==> config.mk <==
export PLATFORM = sky130hd
export DESIGN_NAME = bcd2bin
export DESIGN_NICKNAME = d
export VERILOG_FILES = /design/src/rtl/bcd2bin.sv
export SDC_FILE = /design/constraint.sdc
export NUM_CORES = 1
export LEC_CHECK = 0
export CAP_MARGIN = 20
export CELL_PAD_IN_SITES_DETAIL_PLACEMENT = 1
export CELL_PAD_IN_SITES_GLOBAL_PLACEMENT = 1
export CORE_ASPECT_RATIO = 1.2
export CORE_UTILIZATION = 35
export DETAILED_ROUTE_END_ITERATION = 16
export PLACE_DENSITY_LB_ADDON = 0.1
export RECOVER_POWER = 25
export REMOVE_ABC_BUFFERS = 1
export SLEW_MARGIN = 20
export SYNTH_ARGS = -nofsm -noshare
export SYNTH_HDL_FRONTEND = slang
export SYNTH_SLANG_ARGS = --single-unit
export TNS_END_PERCENT = 5
==> constraint.sdc <==
create_clock -name clk -period 1.8 [get_ports clk]
set_clock_uncertainty 0.1 [all_clocks]
set_input_delay 0.27 -clock clk [delete_from_list [all_inputs] [get_ports clk]]
set_output_delay 0.27 -clock clk [all_outputs]
set_load 0.02 [all_outputs]
==> src/rtl/bcd2bin.sv <==
// Packed BCD to unsigned binary converter using reverse double dabble, one bit per clock.
// Define BCD2BIN_SAT_EN to clamp bin to all ones whenever the value overflows OUT_W bits.
module bcd2bin #(
    parameter int DIGITS = 3,
    parameter int OUT_W  = 8
) (
    input  logic                  clk,
    input  logic                  rst,
    input  logic                  start,
    input  logic [4*DIGITS-1:0]   bcd_in,
    output logic                  busy,
    output logic                  done,
    output logic [OUT_W-1:0]      bin,
    output logic                  ovf,
    output logic                  err
);
    localparam int BW = 4 * DIGITS;
    localparam int WW = BW + OUT_W;
    localparam int CW = $clog2(OUT_W + 1);

    typedef enum logic [1:0] {S_IDLE, S_SHIFT, S_ERRW, S_FIN} state_t;

    state_t          r_state;
    logic [WW-1:0]   r_work;
    logic [CW-1:0]   r_cnt;
    logic            r_err_flag;

    logic [WW-1:0]     w_shr;
    logic [WW-1:0]     w_adj;
    logic [DIGITS-1:0] w_bad;
    logic              w_ovf;
    logic [OUT_W-1:0]  w_bin;

    assign w_shr = r_work >> 1;
    assign w_adj[OUT_W-1:0] = w_shr[OUT_W-1:0];

    // Each BCD nibble is corrected independently after the shift: >= 8 means it borrowed a ten.
    generate
        for (genvar gi = 0; gi < DIGITS; gi++) begin : g_digit
            assign w_adj[OUT_W+4*gi +: 4] = (w_shr[OUT_W+4*gi +: 4] >= 4'd8)
                                          ? w_shr[OUT_W+4*gi +: 4] - 4'd3
                                          : w_shr[OUT_W+4*gi +: 4];
            assign w_bad[gi] = (bcd_in[4*gi +: 4] > 4'd9);
        end
    endgenerate

    // Whatever remains in the BCD field after OUT_W shifts is value >> OUT_W.
    assign w_ovf = |r_work[WW-1:OUT_W];
`ifdef BCD2BIN_SAT_EN
    assign w_bin = w_ovf ? {OUT_W{1'b1}} : r_work[OUT_W-1:0];
`else
    assign w_bin = r_work[OUT_W-1:0];
`endif

    always_ff @(posedge clk) begin
        if (rst) begin
            r_state    <= S_IDLE;
            r_work     <= '0;
            r_cnt      <= '0;
            r_err_flag <= 1'b0;
            busy       <= 1'b0;
            done       <= 1'b0;
            bin        <= '0;
            ovf        <= 1'b0;
            err        <= 1'b0;
        end else begin
            done <= 1'b0;
            case (r_state)
                S_IDLE: begin
                    if (start) begin
                        r_work     <= {bcd_in, {OUT_W{1'b0}}};
                        r_cnt      <= '0;
                        r_err_flag <= |w_bad;
                        busy       <= 1'b1;
                        r_state    <= (|w_bad) ? S_ERRW : S_SHIFT;
                    end
                end
                S_SHIFT: begin
                    r_work <= w_adj;
                    r_cnt  <= r_cnt + CW'(1);
                    if (r_cnt == CW'(OUT_W - 1)) begin
                        r_state <= S_FIN;
                    end
                end
                // Invalid digit: one spare cycle so the error result lands at a fixed latency.
                S_ERRW: begin
                    r_state <= S_FIN;
                end
                S_FIN: begin
                    if (r_err_flag) begin
                        bin <= '0;
                        ovf <= 1'b0;
                        err <= 1'b1;
                    end else begin
                        bin <= w_bin;
                        ovf <= w_ovf;
                        err <= 1'b0;
                    end
                    done    <= 1'b1;
                    busy    <= 1'b0;
                    r_state <= S_IDLE;
                end
                default: r_state <= S_IDLE;
            endcase
        end
    end
endmodule

==> flow_summary.yaml <==
finish:
  utilization_pct: 45.2
  final_cell_area_sq_mm: 0.00240
  stdcell_count: 305
  n_antenna_cell: 0
  drive_above_1_share_pct: 11.5
  area_growth_pct: 24.1
  finalNetCount: 266
power:
  clkPwrFrac_pct: 23.1
  comb_power_share_pct: 43.9
  irDropWorstVdd_mv: 0.618
  power_frac_seq_pct: 33.1
  p_sw_mw: 1.36
  p_sw_share_pct: 36.4
  power.leakage_nw: 0.864
  p_per_area_mw_per_mm2: 1560
  internal_power_mw: 2.37
global_route:
  antenna_found_initial: 0
  grt_overflow_total: 0
  grt_pass1_wl_um: 7720
  grt_usage_pct: 16.7
  grt_pass1_vias: 1648
  grt_max_degree: 28
clock_network:
  cts_resized: 1
  cts_htree_levels: 2
  ctsRootBufferMaster: "clkbuf_8"
  clk_latency_ps: 290
  cts_sinks: 39
  clock_path_buffers: 2
  cts_buffers: 5
  path_clk_slew_ps: 80
  cts_tree: "built"
  ctsHoldBuffers: 0
  postCtsSetupBuffers: 0
logic_synthesis:
  ys_seq_area_share_pct: 40.4
  synth_most_common_cell: "dfxtp_1"
  ys_ff_latch: 39
  yosysTopAreaCell: "dfxtp_1"
  yosysTopAreaCellShare_pct: 40.4
  synth_common_cells: "dfxtp_1 (39), nor2_1 (31), a21oi_1 (23), mux2i_1 (10), nand2b_1 (10)"
  syn_area_sq_mm: 0.00193
  yosys_warnings: 0
  synth_flop_cell: "dfxtp_1"
  syn-mean-instance-area_sq_um: 9.11
  synth_edf_count: 0
  netlist_instances: 212
  async_reset_ff_share_pct: 0
  synth.distinct_cells: 36
  synth.area.top_cells: "dfxtp_1 (40%), nor2_1 (6.0%), a21oi_1 (6.0%)"
sta:
  rsz0062_at_grt: "no"
  worst_slew_pin_slew_ps: 407
  fin_crit_sh_pct: 92.9
  setup_viol: 0
  maxSlewViolCount: 0
  hold_viol: 0
  fmax_mhz: 598
  max_slew_margin_pct: 72.7
  period_needed_ps: 1670
floorplanning:
  die_h_um: 83.4
  core-area_sq_mm: 0.00530
  die_w_um: 69.8
  ios: 27
  start_util_pct: 36.4
  rows: 29
  dieArea_sq_mm: 0.00582
setup_path:
  crit_arrival_ps: 1770
  rr_endpoint: "r_work[17]$_SDFFE_PP0P_"
  cp.required_ps: 1900
  cp-start-kind: "flop"
  worst-r2r-cell-count: 7
  worst_setup_path_end_kind: "flop"
  rrSetupSlack_ps: 130
  crit_type: "reg2reg"
  rr_startpoint: "r_state[1]$_SDFFE_PP0P_"
  cp_max_fo: 5
routing:
  wl_per_cell_um: 15.0
  drtIter0Drc: 61
  routed_wl_um: 4570
  route.detailed.drc: 0
  ant_nets: 0
  viasPerCell: 5.23
  vias: 1595
  drt-pass1-iter-count: 3
placed_design:
  port_buffers: 26
  dp_hpwl_um: 3350
  gp_congestion: 0.769
  place_inst: 297
  placed_cell_area_sq_mm: 0.00225
run:
  cap_violations: 0
worst_hold_path:
  holdPathStages: 2
  hold-path-endpoint: "bin[4]$_SDFFE_PP0P_"
  hold_path_class: "reg2reg"
  hold_start: "bin[4]$_SDFFE_PP0P_"
run_status:
  status: "finished clean"
## worst max-delay path, stage by stage, from the launching register on
cell      delay (ps)
dfxtp_1          370
inv_1            100
ha_1             270
buf_4            190
nor2_2           140
nor2_4            60
buf_4            140
a211oi_1         210
## layout by cell type, fill, tap and decap left out, types with 2 or more instances in the layout
master,netlist,routed
nor2_1,31,30
nor2b_1,3,2
buf_4,4,10
a211oi_1,8,8
nand3b_1,9,9
nand2b_1,10,10
and2b_1,2,2
a211o_1,2,2
xnor2_1,4,4
nor4_1,3,3
a22oi_1,9,9
bufinv_16,0,2
a21oi_1,23,23
inv_1,6,6
o21ai_0,5,5
clkdlybuf4s50_1,0,26
a311oi_1,2,2
nand2_1,7,7
dfxtp_1,39,39
ha_1,9,8
mux2i_1,10,10
clkbuf_8,0,5
## state kept, by name, summed over array words and instances, names as in the netlist
signal,flops
bin,8
busy,1
done,1
err,1
ovf,1
r_cnt,4
r_err_flag,1
r_state,2
r_work,20
## through the flow
step	setup slack, ps	TNS (ps)	power, mW	hold WS [ps]
3_3_place_gp	-60.5	-470	2.75	353
2_1_floorplan	-185	-3030	2.22	239
5_1_grt	5.06	0	3.99	403
6_report	128	0	3.73	374
4_1_cts	15.5	0	3.75	380
3_5_place_dp	-196	-1580	2.86	366
## area by class of cell
class                      instances  area (sq um)
tap                               62          77.6
sequential                        39           781
clock inverter                     2          60.1
timing repair buffer              39           372
fill                             611          2900
multi-input combinational        151          1010
inverter                           6          22.5
clock buffer                       6          72.6
## cell families (layout without fill, tap and decap cells)
| family | Yosys count | count (layout) | synth area share (%) |
|---|---|---|---|
| xor+xnor | 4 | 4 | 1.81 |
| simple gates | 74 | 74 | 20.5 |
| flops | 39 | 39 | 40.4 |
| mux | 11 | 11 | 6.35 |
| compound gates | 53 | 53 | 17.5 |
| fa+ha+maj | 9 | 9 | 5.83 |
| buf+inv | 22 | 53 | 7.58 |
## routing by layer
layer | track usage, % | share of wire, %
met4 | 4.91 | 1.2
met3 | 3.64 | 2.9
met1 | 18.5 | 43
met2 | 31.3 | 53
met5 | 0 | 0
## worst max path at each step
| stage | start | end | slack (ps) |
|---|---|---|---|
| final | r_state[1]$_SDFFE_PP0P_ | r_work[17]$_SDFFE_PP0P_ | 130 |
| after global routing | r_state[1]$_SDFFE_PP0P_ | r_work[11]$_SDFFE_PP0P_ | 5 |
| after CTS | r_state[1]$_SDFFE_PP0P_ | r_work[17]$_SDFFE_PP0P_ | 20 |
| after detailed placement | start | r_work[3]$_SDFFE_PP0P_ | -200 |
| after global placement | start | r_work[2]$_SDFFE_PP0P_ | -60 |
| after floorplan | r_state[1]$_SDFFE_PP0P_ | r_work[11]$_SDFFE_PP0P_ | -190 |
## power by group through the flow
stage	registers, mW	clock network, mW	logic [mW]
after floorplan	1.21	0	1.02
after global placement	1.23	0	1.52
after detailed placement	1.25	0	1.62
after CTS	1.23	0.883	1.63
after global routing	1.26	0.913	1.81
final	1.23	0.860	1.63
Power figures use the tool's default switching activity.
